**src/rtl/mem_arbiter_pkg.sv**
```systemverilog
// Shared types and constants for the two-requester memory arbiter.
// The tag travels beside each access so that its read return reaches the right requester.
package mem_arbiter_pkg;

  typedef enum logic [1:0] {
    ST_RR,
    ST_DRAIN,
    ST_LOCKED
  } state_t;

  localparam logic REQ_CPU = 1'b0;
  localparam logic REQ_DBG = 1'b1;

  // Cycles from grant to rvalid.
  localparam int RD_LAT = 3;

  typedef struct packed {
    logic vld;
    logic id;
    logic is_read;
  } tag_t;

endpackage

```
**src/rtl/mem_arbiter_rr.sv**
```systemverilog
// Two-requester round-robin picker. Grant is combinational from req/mask and the pointer.
// A masked requester is never granted. The pointer moves only when a grant is issued.
module mem_arbiter_rr
  import mem_arbiter_pkg::*;
(
  input  logic       clk,
  input  logic       rst_n,
  input  logic [1:0] req,
  input  logic [1:0] mask,
  output logic [1:0] gnt
);

  logic       ptr;
  logic [1:0] eff;

  // ptr names the requester that wins the next tie.
  always_comb begin
    eff = req & ~mask;
    gnt = 2'b00;
    if (eff[REQ_DBG] && (ptr == REQ_DBG || !eff[REQ_CPU])) begin
      gnt[REQ_DBG] = 1'b1;
    end else if (eff[REQ_CPU]) begin
      gnt[REQ_CPU] = 1'b1;
    end
  end

  always_ff @(posedge clk or negedge rst_n) begin
    if (!rst_n) begin
      ptr <= REQ_DBG;
    end else if (gnt[REQ_DBG]) begin
      ptr <= REQ_CPU;
    end else if (gnt[REQ_CPU]) begin
      ptr <= REQ_DBG;
    end
  end

endmodule

```
**src/rtl/mem_arbiter.sv**
```systemverilog
// Arbitrates CPU and debugger onto a single-port sync RAM: grant at cycle N, mem at N+1, rvalid at N+3.
// Requesters hold until granted. MEM_ARBITER_LOCK_EN adds the debugger exclusive-lock FSM.
module mem_arbiter
  import mem_arbiter_pkg::*;
#(
  parameter int ADDR_W = 16,
  parameter int DATA_W = 8
) (
  input  logic              i_clk,
  input  logic              i_reset_n,
  input  logic              i_cpu_req,
  input  logic              i_cpu_rw,
  input  logic [ADDR_W-1:0] i_cpu_addr,
  input  logic [DATA_W-1:0] i_cpu_data,
  output logic              o_cpu_gnt,
  output logic              o_cpu_rvalid,
  output logic [DATA_W-1:0] o_cpu_rdata,
  input  logic              i_dbg_req,
  input  logic              i_dbg_rw,
  input  logic [ADDR_W-1:0] i_dbg_addr,
  input  logic [DATA_W-1:0] i_dbg_data,
  output logic              o_dbg_gnt,
  output logic              o_dbg_rvalid,
  output logic [DATA_W-1:0] o_dbg_rdata,
  input  logic              i_dbg_lock,
  output logic              o_lock_ack,
  output logic              o_mem_en,
  output logic              o_mem_wea,
  output logic [ADDR_W-1:0] o_mem_addr,
  output logic [DATA_W-1:0] o_mem_data,
  input  logic [DATA_W-1:0] i_mem_data
);

  logic [1:0]        req;
  logic [1:0]        mask;
  logic [1:0]        pick;
  logic [1:0]        gnt;
  logic              any_gnt;
  logic              sel_rw;
  logic [ADDR_W-1:0] sel_addr;
  logic [DATA_W-1:0] sel_data;
  tag_t              new_tag;
  tag_t              t1;
  tag_t              t2;

`ifdef MEM_ARBITER_LOCK_EN
  state_t state;
  state_t state_nxt;
  logic   cpu_in_flight;

  assign cpu_in_flight = (t1.vld && t1.id == REQ_CPU) || (t2.vld && t2.id == REQ_CPU);

  always_ff @(posedge i_clk or negedge i_reset_n) begin
    if (!i_reset_n) begin
      state <= ST_RR;
    end else begin
      state <= state_nxt;
    end
  end

  // The CPU is blocked from the cycle lock rises until the cycle after it drops.
  always_comb begin
    state_nxt  = state;
    mask       = 2'b00;
    o_lock_ack = 1'b0;
    if (!i_dbg_lock) begin
      state_nxt = ST_RR;
    end else begin
      case (state)
        ST_RR:    state_nxt = ST_DRAIN;
        ST_DRAIN: if (!cpu_in_flight) state_nxt = ST_LOCKED;
        default:  state_nxt = ST_LOCKED;
      endcase
    end
    mask[REQ_CPU] = i_dbg_lock || (state != ST_RR);
    o_lock_ack    = (state == ST_LOCKED) && i_dbg_lock;
  end
`else
  logic unused_lock;
  assign unused_lock = i_dbg_lock;
  assign mask        = 2'b00;
  assign o_lock_ack  = 1'b0;
`endif

  always_comb begin
    req          = 2'b00;
    req[REQ_CPU] = i_cpu_req;
    req[REQ_DBG] = i_dbg_req;
  end

  mem_arbiter_rr u_rr (
    .clk   (i_clk),
    .rst_n (i_reset_n),
    .req   (req),
    .mask  (mask),
    .gnt   (pick)
  );

  assign gnt       = pick & {2{i_reset_n}};
  assign o_cpu_gnt = gnt[REQ_CPU];
  assign o_dbg_gnt = gnt[REQ_DBG];

  always_comb begin
    any_gnt         = |gnt;
    sel_rw          = gnt[REQ_DBG] ? i_dbg_rw   : i_cpu_rw;
    sel_addr        = gnt[REQ_DBG] ? i_dbg_addr : i_cpu_addr;
    sel_data        = gnt[REQ_DBG] ? i_dbg_data : i_cpu_data;
    new_tag.vld     = any_gnt;
    new_tag.id      = gnt[REQ_DBG] ? REQ_DBG : REQ_CPU;
    new_tag.is_read = any_gnt && sel_rw;
  end

  always_ff @(posedge i_clk or negedge i_reset_n) begin
    if (!i_reset_n) begin
      o_mem_en     <= 1'b0;
      o_mem_wea    <= 1'b0;
      o_mem_addr   <= '0;
      o_mem_data   <= '0;
      t1           <= '0;
      t2           <= '0;
      o_cpu_rvalid <= 1'b0;
      o_dbg_rvalid <= 1'b0;
      o_cpu_rdata  <= '0;
      o_dbg_rdata  <= '0;
    end else begin
      o_mem_en     <= any_gnt;
      o_mem_wea    <= any_gnt && !sel_rw;
      o_mem_addr   <= any_gnt ? sel_addr : '0;
      o_mem_data   <= any_gnt ? sel_data : '0;
      t1           <= new_tag;
      t2           <= t1;
      o_cpu_rvalid <= t2.vld && t2.is_read && (t2.id == REQ_CPU);
      o_dbg_rvalid <= t2.vld && t2.is_read && (t2.id == REQ_DBG);
      // t2 lines up with the RAM output, so rdata is captured straight from it.
      if (t2.vld && t2.is_read && t2.id == REQ_CPU) o_cpu_rdata <= i_mem_data;
      if (t2.vld && t2.is_read && t2.id == REQ_DBG) o_dbg_rdata <= i_mem_data;
    end
  end

endmodule

```
**config.mk**
```make
export PLATFORM = sky130hd
export DESIGN_NAME = mem_arbiter
export DESIGN_NICKNAME = d
export VERILOG_FILES = /design/src/rtl/mem_arbiter_pkg.sv /design/src/rtl/mem_arbiter_rr.sv /design/src/rtl/mem_arbiter.sv
export SDC_FILE = /design/constraint.sdc
export NUM_CORES = 1
export LEC_CHECK = 0
export CORE_MARGIN = 2
export CORE_UTILIZATION = 41
export CTS_CLUSTER_SIZE = 12
export DETAILED_ROUTE_END_ITERATION = 16
export GPL_TIMING_DRIVEN = 0
export PLACE_DENSITY = 0.94
export REMOVE_ABC_BUFFERS = 1
export SETUP_SLACK_MARGIN = 0.02
export SYNTH_ARGS = -nofsm -noshare
export SYNTH_HDL_FRONTEND = slang
export SYNTH_SLANG_ARGS = --single-unit
```
**constraint.sdc**
```tcl
create_clock -name i_clk -period 2.9 [get_ports i_clk]
set_input_delay 0.29 -clock i_clk [delete_from_list [all_inputs] [get_ports i_clk]]
set_output_delay 0.29 -clock i_clk [all_outputs]
set_load 0.05 [all_outputs]
```
==> impl.org, run 1 <==
** Die
- The initial utilization of the core area, before any placement, comes to 41.91%.
- Die area :: 0.005332 mm²
- IO Pins :: 110
- Row count :: 25
- Die extent in y :: 73.02 µm
- The die is 73.02 µm wide.
- After floorplanning, the core was sized to cover 0.004661 mm².

** Logic synthesis
- Yosys printed 0 warnings.
- For this run, asynchronously set or reset flops after synthesis account for 100.0%.
- Mapped Area :: slightly below 0.002 mm²
- Mean instance size in the synthesized netlist :: 11.56 µm²
- After synthesis, the share of cell area in mux cells is 9.225%.
- Synthesis produced a netlist whose cell count is ~170.
- Counting flops with a built-in enable in the synthesized netlist gives 0.
- Synthesized-area fraction occupied by xor and xnor cells :: 0%
- Simple logic cell fraction of the synthesized area :: 12.30%
- Post-synthesis compound-gate area fraction :: 9.673%
- Share of synthesized cell area in full adder, half adder and majority cells :: 0%
- The synthesized design contains 50 register bits.
- Among all flip-flop cells after synthesis, the most frequent one is sky130_fd_sc_hd__dfrtp_1.
- Distinct cells, synth :: 19
- Of the synthesized area, sequential elements account for 64.13%.
- By area, the combinational part of the netlist is dominated by simple AND/OR/NAND/NOR gates.

** Routing
- Using the TritonRoute via totals, the vias-per-cell ratio works out to 4.936.
- For this block, the initial DRC count from the detailed router was 127.
- The first TritonRoute pass finished after 4 iterations.
- After detailed routing, the total wire length is 4.597 mm.
- After detailed routing, the number of remaining DRC violations is 0.
- Once detail routing completed, the nets flagged for antenna violations numbered 0.
- Dividing the detail-routed wire length by the instance count gives 13.97 µm.
- Total via count after detailed routing :: 1,624

** Worst setup path
- Type of element capturing the critical path :: primary output
- Reg2reg path depth :: 3
- Flop-to-flop setup slack :: 1.54 ns
- Reg2Reg Launch Point :: u_rr.ptr$_DFFE_PN1P_
- Along the worst path, the maximum fanout reaches 27.
- At the worst endpoint, the required time is roughly 2.6 ns.
- Data arrives at the worst endpoint at 2.40 ns.
- Reg-to-Reg End :: o_mem_data[5]$_DFF_PN0_
- The setup path with the least slack is of type input port to primary output.
- STA classifies the critical path startpoint as an input port.
- The most critical setup path has its startpoint at i_cpu_req.

** Global route
- met2 is the most crowded layer.
- Entering global routing, the biggest net connects between 60 and 70 pins.
- Global routing used 18.16% of the available tracks.
- Global Route met2 Usage :: between 30% and 40%
- The number of antenna violations at the first check in global routing was 0.
- Sum of overflow across all layers after global routing :: 0
- Vias in the first global route :: approximately 1,600
- The first global-routing pass estimated 7.196 mm of wire.
- In the global route stage, met1 resource usage came out at approximately a fifth.
- For met3 alone, demand over resource in global routing was roughly 8.6%.

** Pwr
- P per Cell Area :: 688.7 mW/mm²
- Reg power frac :: 38.1%
- VDD sags by at most approximately 0.28 mV.
- Power spent charging and discharging nets :: 0.7388 mW
- Part of the total power dissipated in combinational logic :: 35.3%
- The clock network burns about a quarter of the power.
- Leakage :: 1.396 nW
- The internal portion of the total power is ~1.5 mW.
- Net switching is 33.56% of the power.

** Clocking
- No sink is reached through more buffers than the 2 on the longest clock path.
- Number of CTS-inserted buffers :: 5
- CTS Root Cell :: sky130_fd_sc_hd__clkbuf_8
- CTS tree :: built
- Clock Latency Late Sink :: 0.30 ns
- Counting every sink on the clock net gives 50.
- H-tree depth :: 2
- After clock tree synthesis, the clock-pin slew on the worst setup and hold paths is 0.09 ns.

** Placement
- Post-Place Worst Slack :: 0.2208 ns
- The count of buffers added on input and output ports is 107.
- Sum of net half-perimeters after detailed placement :: 3.429 mm
- The congestion estimate from routability-driven global placement came to 0.7529.
- Instance area after placement :: 0.003044 mm²

** Timing
- Subtracting the final worst setup slack from the clock period gives around 2.7 ns.
- Share of the cycle needed by the critical path after routing :: 92.86%
- The final count of pins violating max slew was 0.
- # setup viols final :: 0
- Relative max-transition margin :: 35.95%
- Max Clk Rate :: 0.3714 GHz
- At the pin with the least slew margin, the transition time is 0.9577 ns.
- Final worst clock skew :: 0.002506 ns
- Number of failing hold endpoints at the final stage :: 0
- In the post-route analysis, the smallest setup slack over all paths is 0.2071 ns.
- Total negative setup slack :: 0 ns
- Setup repair after global routing missed its margin :: no

** Final layout
- For this run, the share of the core covered by cells in the final layout is 68.59%.
- Area of all placed cells without fillers :: 0.003197 mm²
- Number of fill cells :: 346
- Syn-to-layout area delta :: 63.68%
- The number of antenna diodes in the final layout is 0.
- In the final layout, the share of cells above drive strength 1 is 11.64%.
- For this run, the post-layout net count is about 340.

** Status
- The run finished with clean final reports.

** Hold path
- In this run the worst hold path is classified as input port to async pin.

** Job
- MaxCap Viol Count :: 0
## synthesized netlist by cell type (2+ instances only)
library cell | n | share of area (%)
sky130_fd_sc_hd__nand2_1 | 51 | 9.8
sky130_fd_sc_hd__inv_1 | 3 | 0.58
sky130_fd_sc_hd__buf_2 | 7 | 1.8
sky130_fd_sc_hd__mux2_2 | 16 | 9.2
sky130_fd_sc_hd__dfrtp_1 | 49 | 63
sky130_fd_sc_hd__nor2_1 | 4 | 0.77
sky130_fd_sc_hd__buf_6 | 2 | 1.2
sky130_fd_sc_hd__buf_4 | 2 | 0.77
sky130_fd_sc_hd__o22ai_1 | 25 | 8.0
## registers in the layout, summed over array words and instances (netlist names)
register / flops
o_mem_addr: 16
o_mem_data: 8
t2: 3
u_rr.ptr: 1
o_dbg_rdata: 8
o_cpu_rvalid: 1
o_dbg_rvalid: 1
o_cpu_rdata: 8
o_mem_wea: 1
t1: 3
## layer usage
layer  wire length, µm  vias up
met5                 0        -
met4                62        0
met3               525        6
met2              2239       92
met1              1769      749
li1                  -      777
## worst max path at each step
stage,endpoint,slack [ns],cells past startpoint
finish,o_dbg_gnt,0.21,5
global route,o_dbg_gnt,0.09,5
CTS,o_dbg_gnt,0.22,5
detailed placement,o_dbg_gnt,0.22,5
global placement,o_dbg_gnt,-2.16,4
floorplan,o_dbg_gnt,1.21,2
## critical path: stages
cell                              delay (ns)
sky130_fd_sc_hd__clkdlybuf4s50_1        0.55
sky130_fd_sc_hd__inv_2                  0.07
sky130_fd_sc_hd__o21ai_4                0.59
sky130_fd_sc_hd__nor2_1                 0.16
sky130_fd_sc_hd__clkdlybuf4s50_1        0.74
## cells by family after synthesis
logic type             Yosys count
muxes                           16
other                            1
AOI/OAI and AO/OA               28
buffers and inverters           15
DFF                             50
and+or+nand+nor                 59
## layout by cell type, fill, tap and decap left out
master / netlist / final
sky130_fd_sc_hd__clkdlybuf4s50_1: 0 / 106
sky130_fd_sc_hd__nand2_1: 51 / 51
sky130_fd_sc_hd__dfrtp_1: 49 / 49
sky130_fd_sc_hd__o22ai_1: 25 / 25
sky130_fd_sc_hd__mux2_2: 16 / 16
sky130_fd_sc_hd__clkbuf_8: 0 / 6
sky130_fd_sc_hd__nor2_1: 4 / 4
sky130_fd_sc_hd__inv_1: 3 / 3
sky130_fd_sc_hd__bufinv_16: 0 / 2
sky130_fd_sc_hd__nand2_2: 1 / 1
sky130_fd_sc_hd__inv_2: 1 / 1
sky130_fd_sc_hd__o21ai_4: 1 / 1
sky130_fd_sc_hd__nand3b_2: 1 / 1
sky130_fd_sc_hd__nand3_2: 1 / 1
sky130_fd_sc_hd__nand2b_1: 1 / 1
sky130_fd_sc_hd__o32ai_1: 1 / 1
sky130_fd_sc_hd__o21a_1: 1 / 1
sky130_fd_sc_hd__conb_1: 1 / 1
sky130_fd_sc_hd__dlygate4sd3_1: 0 / 1
sky130_fd_sc_hd__buf_4: 2 / 1
sky130_fd_sc_hd__buf_16: 0 / 1
sky130_fd_sc_hd__dfstp_2: 1 / 1
## power by group through the flow
stage / registers, mW / clock network (mW) / logic (mW)
3_5_place_dp: 0.854 / 0 / 0.779
6_report: 0.840 / 0.586 / 0.776
3_3_place_gp: 0.847 / 0 / 0.769
2_1_floorplan: 1.18 / 0 / 0.121
4_1_cts: 0.840 / 0.604 / 0.782
5_1_grt: 0.850 / 0.632 / 0.814
## repair_timing
item	CTS	global route
hold buffers	1	0
hold endpoints to repair	22	0
buffers inserted	0	0
resized for setup	0	0
## per-stage QoR
step	power (mW)	hold WS, ns	std cells
3_5_place_dp	1.633	0.2492	320
5_1_grt	2.296	0.1103	329
6_report	2.202	0.1004	329
2_1_floorplan	1.298	-0.005591	158
3_3_place_gp	1.616	0.3341	319
4_1_cts	2.225	0.09694	329
## layout make-up
class                   count  area (µm²)  share of cell area (%)
clock inverters             2       60.06                   1.879
clock buffers               6       82.58                   2.583
multi-input cells         104       613.1                   19.18
well taps                  54       67.56                   2.114
inverters                   4       15.01                  0.4697
repair buffers            109        1106                   34.60
flip-flops and latches     50        1252                   39.18
No activity file was read; power rests on OpenSTA's default activity.
==> run 2, diff against run 1 <==
MAX_ROUTING_LAYER = met4   (was not set)
==> run 2 against run 1 <==
Largest cell class unchanged. Clock power about the same. Total power about the same. Clock skew about the same. Global-route usage up 0.54 points. Worst hold slack about the same. Routed wire length about the same. Critical path depth unchanged. Core utilization unchanged. Count of clock-buffer cells in the layout unchanged. Worst setup slack better by 0.0017 ns. Highest routed layer unchanged.
==> impl.org, run 2 (synthesis gave the netlist of run 1 again) <==
** Clocking
- H-tree depth :: 2
- CTS Root Cell :: sky130_fd_sc_hd__clkbuf_8
- Number of post-CTS setup repair buffers :: 0
- Clock Path Buffers :: 2
- TritonCTS built the clock tree.
- The number of clock buffers added by TritonCTS is 5.
- Counting every sink on the clock net gives 50.
- Number of hold buffers added after CTS :: 1
- Clock Latency Late Sink :: roughly 0.30 ns
- Resized Gates After CTS :: 0
- Clock-pin slew was measured on the worst setup and hold paths at 0.09 ns.

** Timing
- At the pin with the least slew margin, the transition time is 0.9577 ns.
- Based on the critical path, the design can be clocked at up to around 0.37 GHz.
- Setup repair after global routing left no endpoint under its margin.
- The final count of pins violating max slew came to 0.
- For the final database, setup skew stands at approximately 0.0022 ns.
- Hold timing on the final database bottoms out at a slack of 0.1004 ns.
- Total negative setup slack :: 0 ns
- Setup violations remaining at the end of the flow were counted as 0.
- Relative max-transition margin :: 35.94%
- Shortest clock period the worst path allows after layout :: 2.691 ns
- The number of hold violations in the final report is 0.
- After layout, the worst path uses 92.80% of the clock period.
- Worst setup margin :: 0.2088 ns

** Die
- For this configuration, the core starts out at a cell density of about two fifths.
- Die area :: 0.005332 mm²
- After floorplanning, the core was divided into 25 placement rows.
- The die is 73.02 µm wide.
- The die is between 70 and 80 µm tall.
- 110 I/O pins were placed.
- Core region area :: 0.004661 mm²

** Global route
- Largest net degree at the start of global routing :: 67
- Global-route wire length before repair :: slightly above 7 mm
- Global routing used 18.70% of the available tracks.
- Sum of overflow across all layers after global routing :: 0
- Initial antenna violation count :: 0
- The via count of the first global-routing pass is between 1,500 and 2,000.

** Final layout
- The final layout contains approximately 340 nets.
- Most common library cell in the layout ignoring fill and taps :: sky130_fd_sc_hd__clkdlybuf4s50_1
- After filler insertion, the fill cell instance count of the layout stands at between 300 and 400.
- Antenna Diode Count :: 0
- Leaving out fill and tap cells, the most frequent cells in the layout are sky130_fd_sc_hd__clkdlybuf4s50_1 (106), sky130_fd_sc_hd__nand2_1 (51), sky130_fd_sc_hd__dfrtp_1 (49).
- Flip-flop count of the largest register, all copies and words added :: 16
- Counting flops per register, the top entry is o_mem_addr.
- Compared with the post-synthesis result, the final layout area differs by 63.68%.
- Ratio of cells with drive above 1 in the final layout :: between 10% and 20%

** Pwr
- Worst supply voltage drop on vdd :: 0.2821 mV
- Leakage :: 1.396 nW
- P per Cell Area :: 689.0 mW/mm²

** Routing
- Detailed-route wire length :: 4.599 mm
- DRC marker count from the first detailed-route iteration :: 154
- Dividing the detail-routed via count by the number of cells gives 4.951.
- Across all layers, the routed design uses ~1,600 vias.
- The first detailed-routing pass ran for 4 iterations.
- Drt drc :: 0
- Once detail routing completed, the nets flagged for antenna violations numbered 0.
- Routed wire length per instance :: 13.98 µm

** Worst setup path
- The critical path contains buffers and inverters numbering 3 combined.
- Type of element capturing the critical path :: primary output
- Startpoint Class :: input port
- Critical path data arrival time :: 2.40 ns
- Crit path kind :: input port to primary output
- Of all nets on the critical path, the largest fanout is 27.
- In this design, the critical path's most frequently occurring cell is sky130_fd_sc_hd__clkdlybuf4s50_1.
- Counting buffers and inverters, the worst setup path is 5 cells deep.
- Required time of the critical path :: roughly 2.6 ns
- The cell family contributing the most delay on the critical path is buffers and inverters.
- Reg2reg path depth :: 3
- CP max stage cell :: sky130_fd_sc_hd__clkdlybuf4s50_1
- The largest single stage delay on the critical path is 0.74 ns.
- Walking the worst path, the cells encountered are clkdlybuf4s50_1, inv_2, o21ai_4, nor2_1, clkdlybuf4s50_1.

** Placement
- I/O Buffers :: roughly 110
- Sum of net half-perimeters after detailed placement :: about 3.4 mm
- OpenSTA, run right after detailed placement, puts the worst setup slack at 0.2208 ns.
- Last weighted congestion value of the routability-driven placer :: 0.7626

** Status
- The flow ran to the end, and the final reports show no timing, DRC or antenna violations.

** Job
- Across the run, the number of max-cap violations was 0.

** Hold path
- Worst min path class :: input port to async pin
==> run 2: cell counts in the layout (fill, tap and decap cells not counted) <==
No cell type changed its count.
==> run 2: final cells by class <==
| class | instances | area, µm² | share of cell area, % |
|---|---|---|---|
| clock buffer | 6 | 82.58 | 2.583 |
| clock inverter | 2 | 60.06 | 1.879 |
| inverter | 4 | 15.01 | 0.4697 |
| multi-input combinational | 104 | 613.1 | 19.18 |
| sequential | 50 | 1252 | 39.18 |
| tap | 54 | 67.56 | 2.114 |
| timing repair buffer | 109 | 1106 | 34.60 |
==> run 2: routing by layer <==
| layer | up-vias | wire length (µm) | track usage (%) | part of all wire (%) |
|---|---|---|---|---|
| li1 | 779 | - | - | - |
| met1 | 754 | 1871 | 20.57 | 41 |
| met2 | 90 | 2250 | 31.53 | 49 |
| met3 | 6 | 413 | 6.492 | 9.0 |
| met4 | 0 | 63 | 6.173 | 1.4 |
| met5 | - | 0 | - | 0 |
==> run 2: worst paths after layout <==
path / end / slack [ns] / start
max: o_dbg_gnt / 0.21 / i_cpu_req
min: o_mem_wea$_DFF_PN0_ / 0.10 / i_reset_n
max reg2reg: o_mem_data[5]$_DFF_PN0_ / 1.54 / u_rr.ptr$_DFFE_PN1P_
min reg2reg: t2[0]$_DFF_PN0_ / 0.37 / t1[0]$_DFF_PN0_
max in group asynchronous: o_cpu_rdata[1]$_DFFE_PN0P_ / 1.47 / i_reset_n
min in group i_clk: o_mem_data[3]$_DFF_PN0_ / 0.36 / i_reset_n
==> run 2: where the power goes <==
part | leakage [nW] | total, mW | switching, mW | internal [mW]
registers | 0.632 | 0.840 | 0.0443 | 0.795
clock network | 0.0714 | 0.587 | 0.219 | 0.368
logic | 0.692 | 0.776 | 0.476 | 0.300
total | 1.40 | 2.20 | 0.740 | 1.46
==> run 2: stage by stage <==
step	util, %	cells	power, mW	instance area (µm²)
floorplan	-	158	1.298	1881
finish	68.59	329	2.203	3197
global route	68.59	329	2.296	3197
global placement	64.78	319	1.616	3019
CTS	68.59	329	2.225	3197
detailed placement	65.32	320	1.633	3044
==> run 3, diff against run 2 <==
SKIP_CTS_REPAIR_TIMING = 1   (was not set)
==> run 3 against run 2 <==
Register-to-register slack barely moved. Routed wire length hardly changed. Core utilization increased by 0.21 points. Critical path type unchanged.
==> impl.org, run 3 (synthesis gave the netlist of run 1 again) <==
** Status
- Status :: finished clean

** Job
- Max-cap violations in this run came to 0.

** Worst setup path
- Required time of the critical path :: 2.61 ns
- The worst register-to-register path begins at u_rr.ptr$_DFFE_PN1P_.
- Highest fanout seen on the critical path :: 27
- Among all stages on the critical path, the largest delay is contributed by sky130_fd_sc_hd__clkdlybuf4s50_1.
- Critical path data arrival time :: 2.40 ns
- The critical path goes through clkdlybuf4s50_1, inv_2, o21ai_4, nor2_1, clkdlybuf4s50_1.
- Most common cell on crit path :: sky130_fd_sc_hd__clkdlybuf4s50_1
- Crit path kind :: input port to primary output
- On the worst path, the slowest cell contributes a delay of 0.74 ns.
- Type of element capturing the critical path :: primary output
- Startpoint Class :: input port
- Worst setup startpoint :: i_cpu_req

** Routing
- In the routed layout, each cell is associated on average with a via count of 4.951.
- Residual antenna-violating net count after detailed routing :: 0
- Total via count after detailed routing :: 1,629
- Dividing the detail-routed wire length by the instance count gives 13.97 µm.
- The first detailed-routing pass took 4 iterations.
- The detailed router finished its first iteration with 165 violations.
- Drt drc :: 0
- Detailed-route wire length :: 4.597 mm

** Global route
- For this run the aggregate overflow at the end of global routing stands at 0.
- The via count of the first global-routing pass was between 1,500 and 2,000.
- GRT Resource Usage Total :: 18.30%
- Largest net degree at the start of global routing :: 67
- Global-route wire length before repair :: roughly 7.0 mm
- The number of antenna violations at the first check in global routing is 0.

** Timing
- Clock skew on the completed layout was measured at 0.002867 ns.
- Final hold slack :: 0.07531 ns
- Counting I/O delays and the setup requirement, the final critical path takes roughly 2.7 ns.
- Adding up every negative setup slack in the final design gives 0 ns.
- Setup repair after global routing missed its margin :: no
- At the pin with the least slew margin, the transition time is 0.7140 ns.
- The final count of pins violating max slew is 0.
- Number of failing hold endpoints at the final stage :: 0
- Dividing the final minimum period by the clock period gives 92.80%.
- # setup viols final :: 0
- The worst pin sits at a relative slew slack of 52.22%.
- Max Clk Rate :: 0.3716 GHz
- Setup slack on the critical path of the routed design comes to 0.2087 ns.

** Placement
- I/O Buffers :: 107
- Timing analysis after detailed placement gives a worst setup slack of 0.2208 ns.
- Sum of net half-perimeters after detailed placement :: 3.429 mm
- Last weighted congestion value of the routability-driven placer :: about 0.76
- Instance area after placement :: 0.003044 mm²
- Count of placed standard cells including taps :: 320

** Final layout
- Number of fill cells :: 343
- The post-route netlist has 12.00% of its cells at a drive strength greater than 1.
- Syn-to-layout area delta :: 64.19%
- Final core utilization :: 68.81%
- Leaving out fill and tap cells, the most frequent cell in the layout is sky130_fd_sc_hd__clkdlybuf4s50_1.
- Number of standard cells in the layout, taps in and fillers out :: roughly 330
- The finished cells cover 0.003207 mm².
- The register with the most flip-flops in the layout has 16 of them.
- Most frequent cells in the layout :: sky130_fd_sc_hd__clkdlybuf4s50_1 (106), sky130_fd_sc_hd__nand2_1 (51), sky130_fd_sc_hd__dfrtp_1 (49)
- Nets :: 337
- Antenna Diode Count :: 0
- Register with the most flip-flops :: o_mem_addr

** Die
- The core region is roughly 0.0047 mm².
- The die is about 73 µm tall.
- The die covers 0.005332 mm².
- Once the floorplan was initialized, standard cells occupied 41.91% of the core.
- Die width :: between 70 and 80 µm
- IO Pins :: 110
- Row count :: 25

** Clocking
- The clock tree synthesis step divided the H-tree into 2 levels.
- Number of CTS-inserted buffers :: 5
- TritonCTS built the clock tree.
- The cell sitting at the root of the clock tree is a sky130_fd_sc_hd__clkbuf_8.
- The longest clock path from root to sink contains 2 buffers.
- CTS sink cnt :: 50
- At the later pin of the worst-skew pair, clock insertion delay measures 0.30 ns.
- After clock tree synthesis, the clock-pin slew on the worst setup and hold paths is ~0.090 ns.

** Hold path
- Worst min path class :: input port to async pin

** Pwr
- Summing internal, switching and leakage power gives 2.206 mW.
- For this design the ratio of total power to cell area is 687.9 mW/mm².
- Worst supply voltage drop on vdd :: around 0.28 mV
- Leakage :: 1.401 nW
## run 3: final timing paths
path / end / slack [ns] / cells after the start
min in group i_clk: o_mem_data[3]$_DFF_PN0_ / 0.37 / 3
min reg2reg: t2[0]$_DFF_PN0_ / 0.37 / 0
max: o_dbg_gnt / 0.21 / 5
max reg2reg: o_mem_data[5]$_DFF_PN0_ / 1.54 / 3
max in group asynchronous: u_rr.ptr$_DFFE_PN1P_ / 2.51 / 2
min: o_cpu_rdata[3]$_DFFE_PN0P_ / 0.08 / 2
## run 3: area by class of cell
type | instances | area (µm²) | area share (%)
inverters | 4 | 15.01 | 0.4682
clock buffers | 6 | 82.58 | 2.575
well taps | 54 | 67.56 | 2.107
repair buffers | 109 | 1116 | 34.80
multi-input cells | 104 | 613.1 | 19.12
clock inverters | 2 | 60.06 | 1.873
flip-flops and latches | 50 | 1252 | 39.06
## run 3: routing by layer
metal	share of wire (%)	track usage, %	up-vias
met5	0	-	-
met4	1.4	6.173	0
met1	41	20.29	757
li1	-	-	778
met2	49	30.53	88
met3	9.0	6.492	6
## run 3: power breakdown
part	internal [mW]	switching, mW	total, mW
Sequential	0.795	0.0438	0.839
Combinational	0.302	0.477	0.779
Clock	0.368	0.220	0.588
## run 3: worst max-delay path, delay by kind of cell
family,cells,cell delay (ns)
AOI/OAI and AO/OA,1,0.59
and+or+nand+nor,1,0.16
buffers and inverters,3,1.36
